===== src/rtl/wb_arbiter_pkg.sv =====
// Shared types and defaults for the two-master Wishbone arbiter.
package wb_arbiter_pkg;

  localparam int unsigned ADDR_WIDTH_DEF = 24;
  localparam logic [7:0]  TIMEOUT_DEF    = 8'd255;

  typedef enum logic [1:0] {
    IDLE   = 2'b00,
    GRANT0 = 2'b01,
    GRANT1 = 2'b10
  } arb_state_e;

endpackage


===== src/rtl/wb_watchdog.sv =====
// Stall watchdog: counts enabled cycles and pulses expire when the count hits a non-zero limit.
module wb_watchdog (
  input  logic       clk_i,
  input  logic       rst_i,
  input  logic       en_i,
  input  logic       clr_i,
  input  logic [7:0] limit_i,
  output logic       expire_o
);

  logic [7:0] count;

  assign expire_o = (limit_i != 8'd0) && (count == limit_i);

  // NOTE: sequential state uses non-blocking assignments so every flop samples pre-edge values.
  always_ff @(posedge clk_i or posedge rst_i) begin
    if (rst_i) begin
      count <= 8'd0;
    end else if (clr_i || expire_o) begin
      count <= 8'd0;
    end else if (en_i && count != 8'hFF) begin
      count <= count + 8'd1;
    end
  end

endmodule


===== src/rtl/wb_master_arbiter.sv =====
// Two-master Wishbone arbiter with bus lock, alternating tie-break and a stall watchdog.
module wb_master_arbiter
  import wb_arbiter_pkg::*;
#(
  parameter int unsigned ADDR_WIDTH = ADDR_WIDTH_DEF,
  parameter logic [7:0]  TIMEOUT    = TIMEOUT_DEF
) (
  input  logic                  clk_i,
  input  logic                  rst_i,
  input  logic                  m0_cyc_i,
  input  logic                  m0_stb_i,
  input  logic                  m0_we_i,
  input  logic [ADDR_WIDTH-1:0] m0_adr_i,
  input  logic [7:0]            m0_dat_i,
  output logic                  m0_ack_o,
  output logic                  m0_err_o,
  output logic                  m0_rty_o,
  output logic [7:0]            m0_dat_o,
  input  logic                  m1_cyc_i,
  input  logic                  m1_stb_i,
  input  logic                  m1_we_i,
  input  logic [ADDR_WIDTH-1:0] m1_adr_i,
  input  logic [7:0]            m1_dat_i,
  output logic                  m1_ack_o,
  output logic                  m1_err_o,
  output logic                  m1_rty_o,
  output logic [7:0]            m1_dat_o,
  output logic                  s_cyc_o,
  output logic                  s_stb_o,
  output logic                  s_we_o,
  output logic [ADDR_WIDTH-1:0] s_adr_o,
  output logic [7:0]            s_dat_o,
  input  logic                  s_ack_i,
  input  logic                  s_err_i,
  input  logic                  s_rty_i,
  input  logic [7:0]            s_dat_i,
  output logic [1:0]            grant_o
);

  arb_state_e state;
  logic       last_grant;
  logic       own0, own1;
  logic       own_cyc, own_stb, own_we;
  logic       stb_raw, term, leaving;
  logic       wd_hit, wd_err;

  // last_grant holds the index of the master that most recently released the bus.
  always_ff @(posedge clk_i or posedge rst_i) begin
    if (rst_i) begin
      state      <= IDLE;
      last_grant <= 1'b1;
    end else begin
      unique case (state)
        IDLE: begin
          if (m0_cyc_i && m1_cyc_i) state <= last_grant ? GRANT0 : GRANT1;
          else if (m0_cyc_i)        state <= GRANT0;
          else if (m1_cyc_i)        state <= GRANT1;
        end
        GRANT0: begin
          if (!m0_cyc_i) begin
            last_grant <= 1'b0;
            state      <= m1_cyc_i ? GRANT1 : IDLE;
          end
        end
        GRANT1: begin
          if (!m1_cyc_i) begin
            last_grant <= 1'b1;
            state      <= m0_cyc_i ? GRANT0 : IDLE;
          end
        end
        default: state <= IDLE;
      endcase
    end
  end

  assign own0    = (state == GRANT0);
  assign own1    = (state == GRANT1);
  assign grant_o = {own1, own0};

  // NOTE: every always_comb output gets a default first so no path can infer a latch.
  always_comb begin
    own_cyc = 1'b0;
    own_stb = 1'b0;
    own_we  = 1'b0;
    s_adr_o = '0;
    s_dat_o = 8'h00;
    if (own0) begin
      own_cyc = m0_cyc_i;
      own_stb = m0_stb_i;
      own_we  = m0_we_i;
      s_adr_o = m0_adr_i;
      s_dat_o = m0_dat_i;
    end else if (own1) begin
      own_cyc = m1_cyc_i;
      own_stb = m1_stb_i;
      own_we  = m1_we_i;
      s_adr_o = m1_adr_i;
      s_dat_o = m1_dat_i;
    end
  end

  assign stb_raw = own_cyc & own_stb;
  assign term    = s_ack_i | s_err_i | s_rty_i;
  assign leaving = (own0 & ~m0_cyc_i) | (own1 & ~m1_cyc_i);

  wb_watchdog u_watchdog (
    .clk_i    (clk_i),
    .rst_i    (rst_i),
    .en_i     (stb_raw),
    .clr_i    (term | ~stb_raw | leaving),
    .limit_i  (TIMEOUT),
    .expire_o (wd_hit)
  );

  // A real slave termination in the expiry cycle takes precedence over the timeout error.
  assign wd_err  = wd_hit & stb_raw & ~term;

  assign s_cyc_o = own_cyc;
  assign s_stb_o = stb_raw & ~wd_err;
  assign s_we_o  = own_cyc & own_we;

  // Terminations are gated by the owner's cyc so a late ack after an abort is dropped.
  assign m0_ack_o = own0 & m0_cyc_i & s_ack_i;
  assign m0_err_o = own0 & m0_cyc_i & (s_err_i | wd_err);
  assign m0_rty_o = own0 & m0_cyc_i & s_rty_i;
  assign m0_dat_o = own0 ? s_dat_i : 8'h00;

  assign m1_ack_o = own1 & m1_cyc_i & s_ack_i;
  assign m1_err_o = own1 & m1_cyc_i & (s_err_i | wd_err);
  assign m1_rty_o = own1 & m1_cyc_i & s_rty_i;
  assign m1_dat_o = own1 ? s_dat_i : 8'h00;

endmodule


===== config.mk =====
export PLATFORM = sky130hd
export DESIGN_NAME = wb_master_arbiter
export DESIGN_NICKNAME = d
export VERILOG_FILES = /design/src/rtl/wb_arbiter_pkg.sv /design/src/rtl/wb_watchdog.sv /design/src/rtl/wb_master_arbiter.sv
export SDC_FILE = /design/constraint.sdc
export NUM_CORES = 1
export LEC_CHECK = 0
export BUFFER_PORTS_ARGS = -buffer_cell sky130_fd_sc_hd__buf_2
export CORE_MARGIN = 4
export CORE_UTILIZATION = 35
export DETAILED_ROUTE_END_ITERATION = 10
export GPL_ROUTABILITY_DRIVEN = 0
export PLACE_DENSITY = 0.86
export RECOVER_POWER = 25
export SYNTH_ARGS = -nofsm -noshare
export SYNTH_HDL_FRONTEND = slang
export SYNTH_SLANG_ARGS = --single-unit

===== constraint.sdc =====
create_clock -name clk_i -period 2.5 [get_ports clk_i]
set_input_delay 0 -clock clk_i [delete_from_list [all_inputs] [get_ports clk_i]]
set_output_delay 0 -clock clk_i [all_outputs]
set_load 0.1 [all_outputs]

==> results.md <==
- Initial DRC count: 117
- Nets: 353
- I/O Pins: 142
- Outcome: complete, no violations
- DIE HEIGHT: 64.79 um
- Internal power: 0.5028 mW
- CTS max path bufs: 2
- Mean Syn Cell Area: 8.422 um^2
- Post-Route Utilization: 0.6102
- Die ar.: 0.004197 mm^2
- Worst Skew: 0.0007305 ns
- Detail Route Antenna Nets: 0
- First drt pass iteration count: 4
- Cell accounting for the most synthesized area: a22o_1
- Initial antenna violation count: 0
- Mapped Area: 0.001129 mm^2
- VDD IR max: 0.7580 mV
- Achievable Freq: 0.4753 GHz
- Finished Layout Cells: 312
- Rel. slew slack: 0.6614
- Final Power: 1.717 mW
- Critical Path End Type: primary output
- RSZ-0062 raised after global routing: no
- Top-area cell type share of the netlist area: 0.2483
- Drt wl/cell: 15.43 um
- Placed Cells: 307
- Largest net degree at the start of global routing: 46
- Clk Latency, worst-skew pair: 0.27 ns
- Part of the Yosys area used for sequential elements: 0.2450
- Post-synthesis net count: 218
- Crit path max-delay cell type: dfrtp_1
- Netlist cell types: 30
- Type of origin of the critical path: flip-flop
- Worst hold path type: primary input to flip-flop
- Commonest non-fill, non-tap cell in the layout: buf_2
- Antenna fix cells: 0
- Flops & latches, synth: 11
- Final min period: 2.104 ns
- Final hold violation count: 0
- Setup Crit Path Kind: flip-flop to primary output
- Max FO, Critical Path: 35
- Cell Rows: 20
- Fillers: 293
- Share of cells above drive strength 1: 0.5597
- Clock Sinks: 11
- Total Routing Usage GR: 0.2205
- Vias: 1586
- Fin crit share: 0.8415
- Leakage power: 1.099 nW
- Switching Fraction: 0.7071
- Setup violations, final: 0
- Port Buf Inserts: 141
- Least-Margin Pin Slew: 0.5114 ns
- Total grt overflow: 0
- Max Cap Violations: 0
- Worst-path clk slew: 0.07 ns
- Slew Viols, Final: 0
- Critical Path AT: 2.10 ns
- Max H-tree Level: 1
- Comb pwr share: 0.807
- CP required: 2.50 ns
- First-pass GRT wire length: 7.355 mm
- Setup TNS: 0 ns
- Most area-consuming cells after synthesis: a22o_1 25%, dfrtp_1 22%, and2_1 9.4%, buf_2 4.4%, and3_1 3.9%
- Yosys warns: 0
- Largest stage delay, worst path: 0.50 ns
- Most frequent cells in the layout: 141 x buf_2, 32 x a22o_1, 16 x and2_1
- Clk root buf: clkbuf_4
- Vias per inst: 5.083
- Net Sw Power: 1.214 mW
- CTS tree: built
- Post-Synthesis Cells: 134
- Initial Util: 0.3667
- CTS Buf Count: 3
- Routed Wire Length: 4.813 mm
- Reg power frac: 0.122
- Critical path, cell by cell: nor2b_2, buf_12, nand3_1, o31ai_1, buf_2
- HPWL after DPL: 3.971 mm
- # DRC: 0
- Setup bufs post-CTS: 0
- Number of global-route vias before repair: 1495
- Die width: 64.79 um
- Core ar.: 0.003078 mm^2
- P&R area growth vs syn: 66.41%
- Cell Pwr Density: 914.1 mW/mm^2
- Clk pwr share: 0.071
==> critical path: cells and delay by family, from the launching register on <==
kind            cells  cell delay, ns
compound gates      1            0.07
flops               1            0.50
buf+inv             2            0.72
simple gates        2            0.54
==> stage by stage <==
| stage | hold WS [ns] | worst slack, ns | area (um^2) |
|---|---|---|---|
| floorplan | -0.1483 | -0.6794 | 1129 |
| global placement | 0.007943 | 0.7001 | 1847 |
| global route | 0.05579 | 0.2503 | 1878 |
| detailed placement | 0.01334 | 0.7025 | 1847 |
| finish | 0.04911 | 0.3962 | 1878 |
| CTS | 0.03661 | 0.3989 | 1883 |
==> cell usage after synthesis, drive strengths merged <==
cell type	number
a22o	32
and2	17
buf	14
dfrtp	10
and3	7
nor2	6
o21ai	6
nand3	5
a21oi	4
nand2	4
nor3	4
inv	3
nor2b	3
xnor2	3
and4b	2
nand4	2
o31ai	2
or3	2
a211oi	1
a31oi	1
dfstp	1
ha	1
nand4b	1
nor3b	1
o22a	1
o22ai	1
==> area by class of cell <==
class,count,area (um^2),area share
Timing Repair Buffer,144,755.7,0.4024
Multi-Input combinational cell,106,753.2,0.4011
Sequential cell,11,276.5,0.1472
Tap cell,44,55.05,0.02931
Clock buffer,4,26.28,0.01399
Inverter,3,11.26,0.005996
==> routing by layer <==
| layer | global-route usage | wire length (um) | up-vias |
|---|---|---|---|
| met3 | 0.06066 | 493 | 10 |
| met1 | 0.2548 | 1824 | 723 |
| met2 | 0.3857 | 2386 | 82 |
| met5 | 0 | 0 | - |
| met4 | 0.07916 | 109 | 0 |
| li1 | - | - | 771 |
==> logic make-up (layout without fill, tap and decap cells) <==
logic type	Yosys count	in the layout	share of synthesized area
and+or+nand+nor	54	54	0.2871
AOI/OAI and AO/OA	48	48	0.3459
buffers and inverters	17	151	0.08758
DFF	11	11	0.2450
xor gates and xnor gates	3	3	0.02329
adders and majority gates	1	1	0.01108
==> registers in the layout, indices dropped and copies added, names as in the netlist <==
| register | count |
|---|---|
| u_watchdog.count | 8 |
| state | 2 |
| last_grant | 1 |
==> power groups by stage <==
stage	clock network [mW]	registers [mW]	logic (mW)
final	0.122	0.209	1.39
after global routing	0.136	0.211	1.43
after CTS	0.126	0.210	1.39
after detailed placement	0	0.213	1.39
after global placement	0	0.212	1.38
after floorplan	0	0.201	1.19
==> repair_timing <==
item                      4_1_cts  5_1_grt
hold buffers                    1        0
hold endpoints to repair       10        0
resized for setup               0        0
==> path summary, 6_finish.rpt <==
| check | cells past startpoint | slack [ns] | to | start |
|---|---|---|---|---|
| worst max-delay path | 5 | 0.40 | m1_err_o | state[1]$_DFFE_PP0P_ |
| worst min-delay path | 3 | 0.05 | state[1]$_DFFE_PP0P_ | m1_cyc_i |
| worst max register to register | 4 | 1.13 | u_watchdog.count[6]$_DFFE_PP0P_ | u_watchdog.count[0]$_DFFE_PP0P_ |
| worst min register to register | 1 | 0.51 | u_watchdog.count[0]$_DFFE_PP0P_ | u_watchdog.count[0]$_DFFE_PP0P_ |
| max in group asynchronous | 3 | 1.89 | last_grant$_DFFE_PP1P_ | rst_i |
| min in group asynchronous | 3 | 0.27 | state[1]$_DFFE_PP0P_ | rst_i |
No activity file was read; power rests on OpenSTA's default activity.
